$ cat src/rtl/uart_rx.sv
// UART receiver: synchronises srx, frames start/data/parity/stop from a 16x baud tick,
// and maintains RBR plus the LSR receive flags (DR, OE, PE, FE, BI).
module uart_rx #(
   parameter int OVERSAMPLE  = 16,
   parameter int SYNC_STAGES = 2
) (
   input  logic       clk,
   input  logic       rst,
   input  logic       baud_tick,
   input  logic       srx,
   input  logic [7:0] lcr,
   input  logic       read_rbr,
   input  logic       read_lsr,
   output logic [7:0] rbr_data,
   output logic       data_ready,
   output logic       overrun_err,
   output logic       parity_err,
   output logic       framing_err,
   output logic       break_int,
   output logic       rx_done,
   output logic       rx_busy,
   output logic [2:0] dbg_state,
   output logic [7:0] dbg_lcr
);
   localparam int TW = $clog2(OVERSAMPLE);

   typedef enum logic [2:0] {
      S_IDLE   = 3'd0,
      S_START  = 3'd1,
      S_DATA   = 3'd2,
      S_PARITY = 3'd3,
      S_STOP   = 3'd4,
      S_DONE   = 3'd5
   } state_t;

   state_t                 r_state, w_next;
   logic [SYNC_STAGES-1:0] r_sync;
   logic                   r_rxs_d;
   logic [TW-1:0]          r_tick_cnt;
   logic [2:0]             r_bit_cnt;
   logic [7:0]             r_lcr;
   logic [7:0]             r_shift;
   logic                   r_par_bit, r_pe_pend, r_fe_pend, r_bi_pend;
   logic                   w_rxs, w_fall, w_half, w_full, w_done, w_load;
   logic [2:0]             w_last_bit;
   logic [7:0]             w_data;

   assign w_rxs      = r_sync[SYNC_STAGES-1];
   assign w_fall     = r_rxs_d & ~w_rxs;
   assign w_half     = baud_tick && (r_tick_cnt == TW'(OVERSAMPLE/2 - 1));
   assign w_full     = baud_tick && (r_tick_cnt == TW'(OVERSAMPLE - 1));
   assign w_last_bit = {1'b1, r_lcr[1:0]};
   // Bits arrive LSB first into the top of the shift register, so right-justify by word length.
   assign w_data     = r_shift >> (2'd3 - r_lcr[1:0]);
   assign w_done     = (r_state == S_DONE);
   assign w_load     = w_done && (!data_ready || read_rbr);
   assign dbg_lcr    = r_lcr;

   always_ff @(posedge clk or posedge rst) begin
      if (rst) begin
         r_sync  <= '1;
         r_rxs_d <= 1'b1;
      end else begin
         r_sync  <= {r_sync[SYNC_STAGES-2:0], srx};
         r_rxs_d <= w_rxs;
      end
   end

   always_ff @(posedge clk or posedge rst) begin
      if (rst) r_state <= S_IDLE;
      else     r_state <= w_next;
   end

   always_comb begin
      w_next = r_state;
      case (r_state)
         S_IDLE:   if (w_fall) w_next = S_START;
         S_START:  if (w_half) w_next = w_rxs ? S_IDLE : S_DATA;
         S_DATA:   if (w_full && (r_bit_cnt == w_last_bit)) w_next = r_lcr[3] ? S_PARITY : S_STOP;
         S_PARITY: if (w_full) w_next = S_STOP;
         S_STOP:   if (w_full) w_next = S_DONE;
         S_DONE:   w_next = S_IDLE;
         default:  w_next = S_IDLE;
      endcase
   end

   always_comb begin
      rx_done   = (r_state == S_DONE);
      rx_busy   = (r_state != S_IDLE);
      dbg_state = r_state;
   end

   always_ff @(posedge clk or posedge rst) begin
      if (rst) begin
         r_tick_cnt <= '0;
      end else if (r_state == S_IDLE || w_next != r_state || w_full) begin
         r_tick_cnt <= '0;
      end else if (baud_tick) begin
         r_tick_cnt <= r_tick_cnt + 1'b1;
      end
   end

   always_ff @(posedge clk or posedge rst) begin
      if (rst) begin
         r_lcr     <= '0;
         r_shift   <= '0;
         r_bit_cnt <= '0;
         r_par_bit <= 1'b0;
         r_pe_pend <= 1'b0;
         r_fe_pend <= 1'b0;
         r_bi_pend <= 1'b0;
      end else begin
         if (r_state == S_START && w_half && !w_rxs) begin
            r_lcr     <= lcr;
            r_shift   <= '0;
            r_bit_cnt <= '0;
            r_par_bit <= 1'b0;
            r_pe_pend <= 1'b0;
            r_fe_pend <= 1'b0;
            r_bi_pend <= 1'b0;
         end
         if (r_state == S_DATA && w_full) begin
            r_shift   <= {w_rxs, r_shift[7:1]};
            r_bit_cnt <= r_bit_cnt + 3'd1;
         end
         // EPS=1 wants even total ones, EPS=0 odd.
         if (r_state == S_PARITY && w_full) begin
            r_par_bit <= w_rxs;
            r_pe_pend <= (^w_data) ^ w_rxs ^ ~r_lcr[4];
         end
         if (r_state == S_STOP && w_full) begin
            r_fe_pend <= ~w_rxs;
            r_bi_pend <= ~w_rxs && (w_data == 8'd0) && !r_par_bit;
         end
      end
   end

   // Host strobes clear next clock; a completion in the same cycle takes priority.
   always_ff @(posedge clk or posedge rst) begin
      if (rst) begin
         rbr_data    <= '0;
         data_ready  <= 1'b0;
         overrun_err <= 1'b0;
         parity_err  <= 1'b0;
         framing_err <= 1'b0;
         break_int   <= 1'b0;
      end else begin
         if (w_load) rbr_data <= w_data;
         if (w_load)        data_ready <= 1'b1;
         else if (read_rbr) data_ready <= 1'b0;
         overrun_err <= (overrun_err & ~read_lsr) | (w_done & ~w_load);
         parity_err  <= (parity_err  & ~read_lsr) | (w_done & r_pe_pend);
         framing_err <= (framing_err & ~read_lsr) | (w_done & r_fe_pend);
         break_int   <= (break_int   & ~read_lsr) | (w_done & r_bi_pend);
      end
   end
endmodule

$ cat config.mk
export PLATFORM = sky130hd
export DESIGN_NAME = uart_rx
export DESIGN_NICKNAME = d
export VERILOG_FILES = /design/src/rtl/uart_rx.sv
export SDC_FILE = /design/constraint.sdc
export NUM_CORES = 1
export LEC_CHECK = 0
export ABC_AREA = 0
export CAP_MARGIN = 20
export CORE_UTILIZATION = 54
export CTS_BUF_LIST = sky130_fd_sc_hd__clkbuf_2
export CTS_CLUSTER_SIZE = 14
export DETAILED_ROUTE_END_ITERATION = 16
export MAX_ROUTING_LAYER = met4
export PLACE_DENSITY_LB_ADDON = 0.2
export SLEW_MARGIN = 20
export SYNTH_ARGS = -nofsm -noshare
export SYNTH_HDL_FRONTEND = slang
export SYNTH_SLANG_ARGS = --single-unit
$ cat constraint.sdc
create_clock -name clk -period 2.7 [get_ports clk]
set_input_delay 0.675 -clock clk [delete_from_list [all_inputs] [get_ports clk]]
set_output_delay 0.675 -clock clk [all_outputs]
set_load 0.05 [all_outputs]
Word-level counts from Yosys, hierarchy flattened --
Cells that the tools add are included.
Operators by class: add/sub/neg operators 3, equality and inequality tests 9, shift-type cells 1, multiplexer cells 21, bitwise logic cells 19, reduce and logical (&&, ||, !) cells 26
Operators with widths (count):
- $mux 3 | 8
- $mux 8 | 2
- $pmux 3 s5 | 1
- $logic_and 1x1->1 | 11
- $reduce_bool 2->1 | 5
- $and 1x1->1 | 9
- $logic_not 8->1 | 1
- $mux 4 | 2
- $reduce_xor 8->1 | 1
- $shr 8x2->8 | 1
- $mux 1 | 7
- $eq 3x2->1 const B | 2
- $eq 3x3->1 const B | 2
- $add 4x1->4 const B | 1
- $eq 4x3->1 const B | 1
- $eq 4x4->1 const B | 1
- $not 1->1 | 4
- $or 1x1->1 | 4
- $add 3x1->3 const B | 1
- $eq 3x1->1 const B | 1
- $eq 3x3->1 | 1
- $logic_not 1->1 | 3
- $logic_not 3->1 | 1
- $logic_or 1x1->1 | 3
- other kinds (5) | 6
Storage, ports and cells: flip-flop bits (word level) 46, input bits 14, word-level logic and storage cells 96

Depth between registers and ports, before layout --
Gate-level depths: netlist (run 1).
word-level depth 9, depth in mapped cells 10, depth with buffers taken out 9

Least setup slack after synthesis (run 1) --
OpenSTA, ideal clock, no wires.
path type reg-to-reg, start register r_lcr[1], in the netlist dbg_lcr[1], end register r_pe_pend, library setup time 0.121 ns, arrival time 2.304 ns, setup slack 0.275 ns, cell stages (with the launch flop) 9, path buffers 1, period minus slack after synthesis 2.425 ns, cells stage by stage dfrtp_1 -> buf_2 -> mux2_2 -> o21ai_0 -> ha_1 -> xnor2_1 -> xnor2_1 -> xnor2_1 -> a22o_1
On the way: cells in the longest elaborated chain, start to end 6
Ends and longest elaborated chain:
- start, declared | line 41 | logic [7:0] r_lcr;
- start signal, assigned | line 114 | r_lcr <= lcr;
- $sub 2x2->2 | line 54 | assign w_data = r_shift >> (2'd3 - r_lcr[1:0]);
- $shr 8x2->8 | line 54
- $reduce_xor 8->1 | line 129 | r_pe_pend <= (^w_data) ^ w_rxs ^ ~r_lcr[4];
- $xor 1x1->1 (2 in a row) | line 129
- $mux 1 | line 127 | if (r_state == S_PARITY && w_full) begin
- end signal, assigned | line 129
- end, declared | line 43 | logic r_par_bit, r_pe_pend, r_fe_pend, r_bi_pend;
No other way between the ends. A chain may end at the register's enable or synchronous reset.

Final worst setup path (run 1) --
start register r_state[2], in the netlist dbg_state[2], end output rx_busy
On the way: cells in the longest elaborated chain, start to end 1
Ends and longest elaborated chain:
- start, declared | line 36 | state_t r_state, w_next;
- start signal, assigned | line 71 | else r_state <= w_next;
- $reduce_bool 3->1 | line 89 | rx_busy = (r_state != S_IDLE);
- end, declared | line 21 | output logic rx_busy,
No other way between the ends.

==> reports/summary.txt, run 1 <==
OUTCOME
----------------------------------------------------------------------------------
Outcome                                                                  completed

FLOORPLAN
----------------------------------------------------------------------------------
Die outline area                                                          4328 µm²
Std cell rows                                                                   22
Horizontal extent of the die                                              65.79 µm
Effective utilization at floorplan                                          58.26%
Die Y-Extent                                                              65.79 µm
I/O pin cnt                                                                     40
Core Area                                                                 3771 µm²

SYNTHESIS
----------------------------------------------------------------------------------
Post-Syn Area per Cell                                                   11.38 µm²
Syn Std Cell Area                                                         2197 µm²
Top flip-flop cell by instance count after synthesis                       dfrtp_1
Synthesized netlist cell count                                                 193
Share of the synthesized netlist area taken by xor and xnor gates           4.385%
Share of synthesized area spent on multiplexers                             8.656%
Total number of yosys warnings                                                   0
Proportion of synthesized chip area in sequential cells                     52.56%
Adder-cell area share of the yosys netlist                                  3.417%
Syn nets                                                                       213
Simple-gate share of the synthesized area                                   14.24%
Yosys cell types                                                                45
Synth async-reset ratio                                                     100.0%
Seq cells post-synth                                                            46
Post-synth EDFFs                                                                 0
Dominant combinational cell family by area after synthesis            simple AND/OR/NAND/NOR gates
Synthesized-area fraction occupied by ao, oa, aoi and oai cells             12.87%

CLOCK TREE
----------------------------------------------------------------------------------
Number of CTS-inserted buffers                                                   5
CTS tree                                                                     built
Clock latency on the worst-skew pair                                        440 ps
Htree depth                                                                      2
Number of sinks driven by the clock tree                                        46
Clock slew at reported path FFs                                             220 ps
Clock root cell                                                           clkbuf_2
Hold Buf Count CTS                                                               0
Post-CTS setup buffers                                                           0
Maximum root-to-sink buffer count                                                2

WORST SETUP PATH
----------------------------------------------------------------------------------
Setup crit end kind                                                   primary output
CP arrival                                                                 1940 ps
Worst-path maximum fanout                                                       12
R2r startpoint                                                          dbg_lcr[1]
Worst Setup Start Kind                                                    register
Setup slack of the most critical reg-to-reg path                            430 ps
Number of cells on the worst reg-to-reg path                                     7
Capturing point of the worst reg2reg path                                r_pe_pend
Class of the most critical setup path                                      reg2out
Worst setup path start                                                dbg_state[2]
Critical Path Sink                                                         rx_busy
Data required time at the worst endpoint                                   2030 ps

MIN PATH
----------------------------------------------------------------------------------
Class of the most critical hold timing path                                reg2reg
Hold Path Cell Cnt                                                               0

LAYOUT
----------------------------------------------------------------------------------
Share of the core filled with cells in the final layout                     71.47%
Finished Layout Cells                                                          286
FILL cells                                                                     264
Final net count                                                                257
Layout overhead on the synthesized area                                     22.66%
Share of final-layout standard cells stronger than drive strength 1         19.75%
Antenna fix cells                                                                0

STA
----------------------------------------------------------------------------------
Setup TNS                                                                     0 ps
Setup repair after global routing missed its margin                          false
Post-route fraction of the period consumed by the critical path             96.95%
Count of final setup violators                                                   0
Clock Skew                                                                16.75 ps
Measured slew at the worst slew-check pin                                 548.0 ps
Endpoints failing hold                                                           0
Worst hold slack across all endpoints                                     377.0 ps
Achievable Freq                                                          382.0 MHz
Relative slew slack                                                         63.46%
Final slew viol count                                                            0
Tmin final                                                                 2618 ps

POWER AND IR DROP
----------------------------------------------------------------------------------
Peak supply drop                                                          510.8 µV
Final Power                                                               2.078 mW
Power per cell area                                                   770.9 nW/µm²
Leakage power                                                             1.222 nW

ROUTE
----------------------------------------------------------------------------------
Wire length per cell after detailed routing                               14.59 µm
Routed via count divided by cell count                                       5.507
Post-detailed-route count of antenna-violating nets                              0
Iteration count of the initial detailed-routing pass                             4
Via count                                                                    1,575
Overall routed net length                                                  4172 µm
Total DRC errors in the routed layout                                            0
Number of DRC markers in iteration 0                                            53

PLACEMENT
----------------------------------------------------------------------------------
Count of buffers from port buffering                                            39
Final Wtd Congestion                                                        0.8846
Dpl hpwl                                                                   3122 µm
Total placed cells including tap cells                                         278

GLOBAL ROUTE
----------------------------------------------------------------------------------
Total overflow reported by the global router                                     0
Global-route wire length before repair                                     7231 µm
GRT Overall Usage                                                           23.41%
Vias in the first global route                                               1,578
Largest net degree at the start of global routing                               47
Antenna violations before repair                                                 0

JOB
----------------------------------------------------------------------------------
Number of violations of the max-capacitance limit                                0

-- report_power, final --
part | total, mW | internal, mW | switching, mW
Clock | 0.281 | 0.0588 | 0.222
Combinational | 0.882 | 0.371 | 0.511
Sequential | 0.915 | 0.784 | 0.131
-- cells in the mapped netlist (4+ instances only) --
cell type / number / share of area, %
nand2_1: 19 / 3.2
ha_1: 6 / 3.4
dfrtp_1: 43 / 49
mux2_2: 12 / 6.2
clkbuf_1: 5 / 0.85
a21oi_1: 4 / 0.91
a22o_2: 9 / 4.1
xnor2_1: 11 / 4.4
nor2_1: 7 / 1.2
nand3_1: 4 / 0.91
inv_1: 12 / 2.0
mux2i_1: 4 / 1.8
o21ai_0: 15 / 3.4
-- layout make-up --
class,instances,area [µm²],share of cell area (%)
flip-flops and latches,46,1155,42.85
multi-input cells,127,957.2,35.52
repair buffers,45,436.7,16.20
well taps,48,60.06,2.228
inverters,12,45.04,1.671
clock buffers,5,25.02,0.9285
clock inverters,3,16.27,0.6035
-- registers in the layout, indices dropped and copies added, names as in the netlist, 2 cells and up --
| name | count |
|---|---|
| dbg_lcr | 8 |
| r_shift | 8 |
| rbr_data | 8 |
| r_tick_cnt | 4 |
| dbg_state | 3 |
| r_bit_cnt | 3 |
| r_sync | 2 |
-- timing repair --
item,4_1_cts,5_1_grt
setup endpoints to repair,2,2
gates resized for setup,2,2
pin swaps,0,0
-- worst max-delay path, cell delays in order (launching register included) --
cell and delay [ps]:
dfrtp_1 540, or3_2 530, dlygate4sd2_1 440
-- worst min path at each step --
stage	start	to
after floorplan	r_sync[0]	r_sync[1]
after global placement	r_sync[0]	r_sync[1]
after detailed placement	r_sync[0]	r_sync[1]
after CTS	r_sync[0]	r_sync[1]
after global routing	r_sync[0]	r_sync[1]
final	r_sync[0]	r_sync[1]
-- metrics by stage --
stage	worst slack (ps)	area [µm²]
6_report	82.30	2695
5_1_grt	10.07	2695
4_1_cts	7.349	2691
3_5_place_dp	277.7	2653
3_3_place_gp	342.6	2653
2_1_floorplan	275.5	2197
-- logic make-up (layout without fill, tap and decap cells) --
family,Yosys count,after routing
AO/OA/AOI/OAI,40,40
XOR/XNOR,11,11
adder cells (fa/ha/maj),6,6
buffers and inverters,20,65
flip-flops,46,46
multiplexers,17,17
AND/OR/NAND/NOR,53,53
-- layer usage --
layer	GRT usage, %	vias up	part of all wire (%)
met5	-	-	0
met1	28.62	758	44
met4	11.14	0	2.1
met2	37.12	41	50
met3	4.828	8	4.0
li1	-	768	-
-- cells in the final DEF (no fill, tap or decap), types with 2 or more instances in the layout --
master           Yosys  final
a21oi_1              4      4
xnor2_1             11     11
clkbuf_2             0      5
nand3_1              4      4
mux2i_1              4      4
ha_1                 6      6
mux2_2              12     12
a22o_2               9      9
nand3b_1             2      2
nand4b_1             2      2
clkdlybuf4s50_1      0     36
a22o_1               3      3
and3_1               3      3
dfstp_2              3      3
inv_1               12     11
clkinv_1             0      2
nor2_1               7      7
nor3_1               2      2
o21ai_0             15     15
dfrtp_1             43     43
nand2_1             19     19
buf_4                0      6
Note: power is estimated with default switching activity, not from simulation.
==> inputs of run 2 (changes only) <==
Settings changed: CORE_UTILIZATION 54 to 50.
==> run 2 against run 1 <==
Net effect:
- critical path type unchanged
- register-to-register slack better by 60 ps
- hold slack got worse by 5.2 ps
- non-clock buffer count unchanged
- routed wire length barely moved
- core utilization is 6.0 points lower
- maximum frequency grew 2.4%
- die area rose by 7.8%
- combinational power hardly changed
- clock power down 5%
==> reports/summary.txt, run 2 (same netlist as run 1, synthesis figures left out) <==
LAYOUT
----------------------------------------------------------------------------------
FILL cells                                                                     324   was 264
Final net count                                                                257   unchanged
Share of final-layout standard cells stronger than drive strength 1         19.75%   unchanged
Most used cells in the layout excluding fill and tap cells            43 x dfrtp_1, 37 x clkdlybuf4s50_1, 19 x nand2_1   was 43 x dfrtp_1, 36 x clkdlybuf4s50_1, 19 x nand2_1
Finished Layout Cells                                                          288   was 286
Most common cell after layout, fill and taps aside                         dfrtp_1   unchanged
Layout overhead on the synthesized area                                     22.55%   was 22.66%
Antenna fix cells                                                                0   unchanged

ROUTE
----------------------------------------------------------------------------------
Via count                                                                    1,572   was 1,575
Post-detailed-route count of antenna-violating nets                              0   unchanged
Number of DRC markers in iteration 0                                            56   was 53
Iteration count of the initial detailed-routing pass                             4   unchanged
Total DRC errors in the routed layout                                            0   unchanged
Metal3 WL                                                                   146 µm   was 165 µm
Routed metal-1 wire length                                                 2015 µm   was 1839 µm
Overall routed net length                                                  4171 µm   was 4172 µm
Wire length per cell after detailed routing                               14.48 µm   was 14.59 µm
Routed wl met2                                                             1910 µm   was 2077 µm
Routed via count divided by cell count                                       5.458   was 5.507
Highest metal layer with signal wires                                         met4   unchanged

STA
----------------------------------------------------------------------------------
Endpoints failing hold                                                           0   unchanged
Clock Skew                                                                19.61 ps   was 16.75 ps
Count of final setup violators                                                   0   unchanged
Tmin final                                                                 2556 ps   was 2618 ps
Setup TNS                                                                     0 ps   unchanged
Relative slew slack                                                         62.57%   was 63.46%
Final slew viol count                                                            0   unchanged
Setup repair after global routing missed its margin                          false   unchanged
Measured slew at the worst slew-check pin                                 561.5 ps   was 548.0 ps
Achievable Freq                                                          391.3 MHz   was 382.0 MHz
Post-route fraction of the period consumed by the critical path             94.66%   was 96.95%

FLOORPLAN
----------------------------------------------------------------------------------
Die Y-Extent                                                              68.29 µm   was 65.79 µm
Core Area                                                                 4115 µm²   was 3771 µm²
Std cell rows                                                                   23   was 22
Effective utilization at floorplan                                          53.39%   was 58.26%
I/O pin cnt                                                                     40   unchanged
Horizontal extent of the die                                              68.29 µm   was 65.79 µm
Die outline area                                                          4664 µm²   was 4328 µm²

WORST SETUP PATH
----------------------------------------------------------------------------------
Class of the most critical setup path                                      reg2out   unchanged
Setup crit end kind                                                   primary output   unchanged
Worst-path maximum fanout                                                       12   unchanged
R2r startpoint                                                          dbg_lcr[1]   unchanged
Worst Setup Start Kind                                                    register   unchanged
CP arrival                                                                 1880 ps   was 1940 ps
Setup slack of the most critical reg-to-reg path                            490 ps   was 430 ps
Data required time at the worst endpoint                                   2030 ps   about the same
Number of cells on the worst reg-to-reg path                                     7   unchanged
Capturing point of the worst reg2reg path                                r_pe_pend   unchanged

POWER AND IR DROP
----------------------------------------------------------------------------------
Proportion of total power due to net switching                              41.40%   was 41.58%
Power per cell area                                                   770.9 nW/µm²   about the same
Cell Int Power                                                            1.216 mW   was 1.214 mW
Relative contribution of the clock network to total power                    12.9%   was 13.5%
Peak supply drop                                                          494.2 µV   was 510.8 µV
Net load switching power                                                 0.8595 mW   was 0.8639 mW
Fraction of power consumed by sequential logic                               44.8%   was 44.0%
Leakage power                                                             1.209 nW   was 1.222 nW
Comb power frac                                                              42.3%   was 42.5%

PLACEMENT
----------------------------------------------------------------------------------
Dpl hpwl                                                                   3074 µm   was 3122 µm
Total placed cells including tap cells                                         280   was 278
Count of buffers from port buffering                                            39   unchanged
Final Wtd Congestion                                                        0.8258   was 0.8846

CLOCK TREE
----------------------------------------------------------------------------------
Hold Buf Count CTS                                                               0   unchanged
Number of sinks driven by the clock tree                                        46   unchanged
Post-CTS setup buffers                                                           0   unchanged
Clock root cell                                                           clkbuf_2   unchanged
Number of CTS-inserted buffers                                                   5   unchanged
Clock slew at reported path FFs                                             200 ps   was 220 ps
Clock latency on the worst-skew pair                                        410 ps   was 440 ps
Total of cells resized after clock tree synthesis                                2   unchanged
Maximum root-to-sink buffer count                                                2   unchanged
Htree depth                                                                      2   unchanged
CTS tree                                                                     built   unchanged

MIN PATH
----------------------------------------------------------------------------------
Critical hold path startpoint                                            r_sync[0]   unchanged
Hold Path Cell Cnt                                                               0   unchanged
Hold EP                                                                  r_sync[1]   unchanged
Class of the most critical hold timing path                                reg2reg   unchanged

GLOBAL ROUTE
----------------------------------------------------------------------------------
Global-route wire length before repair                                     7362 µm   was 7231 µm
Vias in the first global route                                               1,586   was 1,578
Largest net degree at the start of global routing                               47   unchanged
Total overflow reported by the global router                                     0   unchanged
Antenna violations before repair                                                 0   unchanged
GRT Overall Usage                                                           22.29%   was 23.41%

OUTCOME
----------------------------------------------------------------------------------
Outcome                                                                  completed   unchanged

JOB
----------------------------------------------------------------------------------
Number of violations of the max-capacitance limit                                0   unchanged

==> run 2: changes by cell type in the layout (fill, tap and decap cells not counted) <==
cell             previous run  this run
clkbuf_2                    5         6
clkdlybuf4s50_1            36        37
clkinvlp_4                  1         0
dlymetal6s2s_1              1         0
==> run 2: critical path: stages (launching register included) <==
cell,delay (ps)
dfrtp_1,530
or3_2,520
dlygate4sd2_1,440
==> run 2: final cells by class <==
type,instances,area (µm²),share of cell area (%)
sequential,46,1155,42.89
clock inverter,2,8.758,0.3253
tap,50,62.56,2.323
multi-input combinational,127,957.2,35.55
inverter,12,45.04,1.673
timing repair buffer,45,434.2,16.12
clock buffer,6,30.03,1.115
==> run 2: metal layers <==
layer,global-route usage [%],vias to the layer above
li1,-,770
met1,27.96,756
met2,34.80,37
met3,4.000,9
met4,10.42,0
met5,-,-
==> run 2: worst max path at each step <==
stage,from,end,cells past startpoint,slack (ps)
2_1_floorplan,dbg_lcr[1],r_pe_pend,8,280
3_3_place_gp,baud_tick,dbg_lcr[1],5,340
3_5_place_dp,baud_tick,dbg_lcr[2],5,280
4_1_cts,dbg_state[2],rx_busy,2,110
5_1_grt,dbg_state[0],rx_done,3,10
6_report,dbg_state[2],rx_busy,2,140
==> run 2: stage by stage <==
step                      hold slack (ps)  power [mW]  setup WS (ps)  util (%)  instance area (µm²)
final                               371.8       2.076          144.2     65.43                 2693
after global routing                381.6       2.202          14.22     65.43                 2693
after CTS                           375.8       2.096          111.1     65.40                 2691
after detailed placement            350.7       1.827          278.5     64.52                 2655
after global placement              345.4       1.795          338.5     64.52                 2655
after floorplan                     345.2       1.559          275.5         -                 2197
==> run 2: power by group through the flow <==
stage | sequential, mW | combinational [mW] | clock (mW)
2_1_floorplan | 1.10 | 0.458 | 0
3_3_place_gp | 0.930 | 0.865 | 0
3_5_place_dp | 0.942 | 0.886 | 0
4_1_cts | 0.929 | 0.884 | 0.283
5_1_grt | 0.949 | 0.941 | 0.312
6_report | 0.930 | 0.879 | 0.267
==> inputs of run 3 (changes only) <==
Settings changed: DONT_BUFFER_PORTS set to 1.
==> run 3 against run 2 <==
Net effect:
- sequential cell count stayed put
- critical endpoint unchanged
- largest power group unchanged
- sequential power is 13% higher
- maximum frequency is 5.3% higher
==> reports/summary.txt, run 3 (same netlist as run 1, synthesis figures left out) <==
LAYOUT
----------------------------------------------------------------------------------
Most used cells in the layout excluding fill and tap cells            43 x dfrtp_1, 19 x nand2_1, 15 x o21ai_0   was 43 x dfrtp_1, 37 x clkdlybuf4s50_1, 19 x nand2_1
Cell area after layout                                                    2361 µm²   was 2693 µm²
Antenna fix cells                                                                0   unchanged
Most common cell after layout, fill and taps aside                         dfrtp_1   unchanged
Multi-input combinational cell area                                      957.2 µm²   unchanged
Final net count                                                                219   was 257
Share of final-layout standard cells stronger than drive strength 1         24.00%   was 19.75%
FILL cells                                                                     347   was 324
Storage element area                                                      1155 µm²   unchanged
Layout overhead on the synthesized area                                     7.460%   was 22.55%

PLACEMENT
----------------------------------------------------------------------------------
Area of placed instances                                                  2272 µm²   was 2655 µm²
Dpl hpwl                                                                   2844 µm   was 3074 µm
Count of buffers from port buffering                                             0   was 39
Final Wtd Congestion                                                        0.8362   was 0.8258
Placement-stage worst setup slack                                         352.3 ps   was 278.5 ps

ROUTE
----------------------------------------------------------------------------------
Total DRC errors in the routed layout                                            0   unchanged
Via count                                                                    1,463   was 1,572
Overall routed net length                                                  3949 µm   was 4171 µm
Iteration count of the initial detailed-routing pass                             4   unchanged
Post-detailed-route count of antenna-violating nets                              0   unchanged
Routed via count divided by cell count                                       5.852   was 5.458
Number of DRC markers in iteration 0                                            63   was 56
Wire length per cell after detailed routing                               15.80 µm   was 14.48 µm

FLOORPLAN
----------------------------------------------------------------------------------
Die Y-Extent                                                              68.29 µm   unchanged
I/O pin cnt                                                                     40   unchanged
Horizontal extent of the die                                              68.29 µm   unchanged
Effective utilization at floorplan                                          53.39%   unchanged
Core Area                                                                 4115 µm²   unchanged
Die outline area                                                          4664 µm²   unchanged
Std cell rows                                                                   23   unchanged

CLOCK TREE
----------------------------------------------------------------------------------
Clock root cell                                                           clkbuf_2   unchanged
Post-CTS setup buffers                                                           0   unchanged
Clock slew at reported path FFs                                             230 ps   was 200 ps
Htree depth                                                                      2   unchanged
CTS tree                                                                     built   unchanged
Number of sinks driven by the clock tree                                        46   unchanged
Total of cells resized after clock tree synthesis                                0   was 2
Number of CTS-inserted buffers                                                   5   unchanged
Clock latency on the worst-skew pair                                        430 ps   was 410 ps
Hold Buf Count CTS                                                               0   unchanged
Maximum root-to-sink buffer count                                                2   unchanged

STA
----------------------------------------------------------------------------------
Count of final setup violators                                                   0   unchanged
Endpoints failing hold                                                           0   unchanged
Post-route fraction of the period consumed by the critical path             89.88%   was 94.66%
Measured slew at the worst slew-check pin                                 649.5 ps   was 561.5 ps
Tmin final                                                                 2427 ps   was 2556 ps
Clock Skew                                                                28.07 ps   was 19.61 ps
Final Worst Setup Slack                                                   273.4 ps   was 144.2 ps
Setup TNS                                                                     0 ps   unchanged
Final slew viol count                                                            0   unchanged
Relative slew slack                                                         56.56%   was 62.57%
Setup repair after global routing missed its margin                          false   unchanged
Worst hold slack across all endpoints                                     199.2 ps   was 371.8 ps
Achievable Freq                                                          412.1 MHz   was 391.3 MHz

WORST SETUP PATH
----------------------------------------------------------------------------------
Critical Path Sink                                                         rx_busy   unchanged
Number of cells on the worst reg-to-reg path                                     7   unchanged
Setup crit end kind                                                   primary output   unchanged
Capturing point of the worst reg2reg path                                r_pe_pend   unchanged
Worst-path maximum fanout                                                       11   was 12
CP max stage delay                                                          660 ps   was 530 ps
R2r startpoint                                                          dbg_lcr[1]   unchanged
Worst Setup Start Kind                                                    register   unchanged
Data required time at the worst endpoint                                   2030 ps   about the same
Highest-delay cell along the critical path                                   or3_2   was dfrtp_1
Cell-by-cell trace of the critical path                               buf_4 -> or3_2   was or3_2 -> dlygate4sd2_1
CP arrival                                                                 1750 ps   was 1880 ps
Worst setup path start                                                dbg_state[2]   unchanged
Class of the most critical setup path                                      reg2out   unchanged
Setup slack of the most critical reg-to-reg path                            320 ps   was 490 ps

POWER AND IR DROP
----------------------------------------------------------------------------------
Fraction of power consumed by sequential logic                               48.8%   was 44.8%
Net load switching power                                                 0.8513 mW   was 0.8595 mW
Proportion of total power due to net switching                              39.64%   was 41.40%
Peak supply drop                                                          459.9 µV   was 494.2 µV
Power per cell area                                                   909.6 nW/µm²   was 770.9 nW/µm²
Cell Int Power                                                            1.296 mW   was 1.216 mW
Comb power frac                                                              29.6%   was 42.3%
Relative contribution of the clock network to total power                    21.6%   was 12.9%
Leakage power                                                             1.091 nW   was 1.209 nW

GLOBAL ROUTE
----------------------------------------------------------------------------------
Largest net degree at the start of global routing                               47   unchanged
Vias in the first global route                                               1,443   was 1,586
GRT Overall Usage                                                           20.55%   was 22.29%
Total overflow reported by the global router                                     0   unchanged
Global-route wire length before repair                                     6568 µm   was 7362 µm
Antenna violations before repair                                                 0   unchanged

MIN PATH
----------------------------------------------------------------------------------
Class of the most critical hold timing path                                 in2reg   was reg2reg

JOB
----------------------------------------------------------------------------------
Number of violations of the max-capacitance limit                                0   unchanged

OUTCOME
----------------------------------------------------------------------------------
Outcome                                                                  completed   unchanged

## run 3: area by class of cell
cell class	instances	share of cell area, %
tap	50	2.650
inverter	12	1.908
clock buffer	5	1.060
multi-input combinational	127	40.54
clock inverter	3	2.703
sequential	46	48.91
timing repair buffer	7	2.226
## run 3: through the flow
stage	utilization, %	cells	power, mW
final	57.37	250	2.148
after CTS	57.37	250	2.160
after global placement	55.21	242	1.664
after floorplan	-	193	1.559
after detailed placement	55.21	242	1.698
after global routing	57.37	250	2.263
## run 3: per-layer routing
layer	share of wire (%)	GRT usage, %
met5	0	-
met4	1.6	7.813
met3	6.7	6.500
met2	46	31.37
met1	45	25.26
## run 3: worst min path at each step
| stage | startpoint | end | slack (ps) | cells after the start |
|---|---|---|---|---|
| floorplan | r_sync[0] | r_sync[1] | 350 | 0 |
| global placement | r_sync[0] | r_sync[1] | 350 | 0 |
| detailed placement | r_sync[0] | r_sync[1] | 350 | 0 |
| CTS | srx | r_sync[0] | 180 | 0 |
| global route | srx | r_sync[0] | 160 | 0 |
| finish | srx | r_sync[0] | 200 | 0 |
## run 3: power by group through the flow
stage | registers (mW) | clock network (mW) | logic, mW
CTS | 1.05 | 0.473 | 0.637
finish | 1.05 | 0.464 | 0.635
floorplan | 1.10 | 0 | 0.458
global route | 1.07 | 0.500 | 0.691
global placement | 1.05 | 0 | 0.611
detailed placement | 1.06 | 0 | 0.634
## run 3: critical path: cells and delay by family (launching register included)
| family | cells | cell delay [ps] |
|---|---|---|
| DFF | 1 | 440 |
| and+or+nand+nor | 1 | 660 |
| buffers and inverters | 1 | 220 |
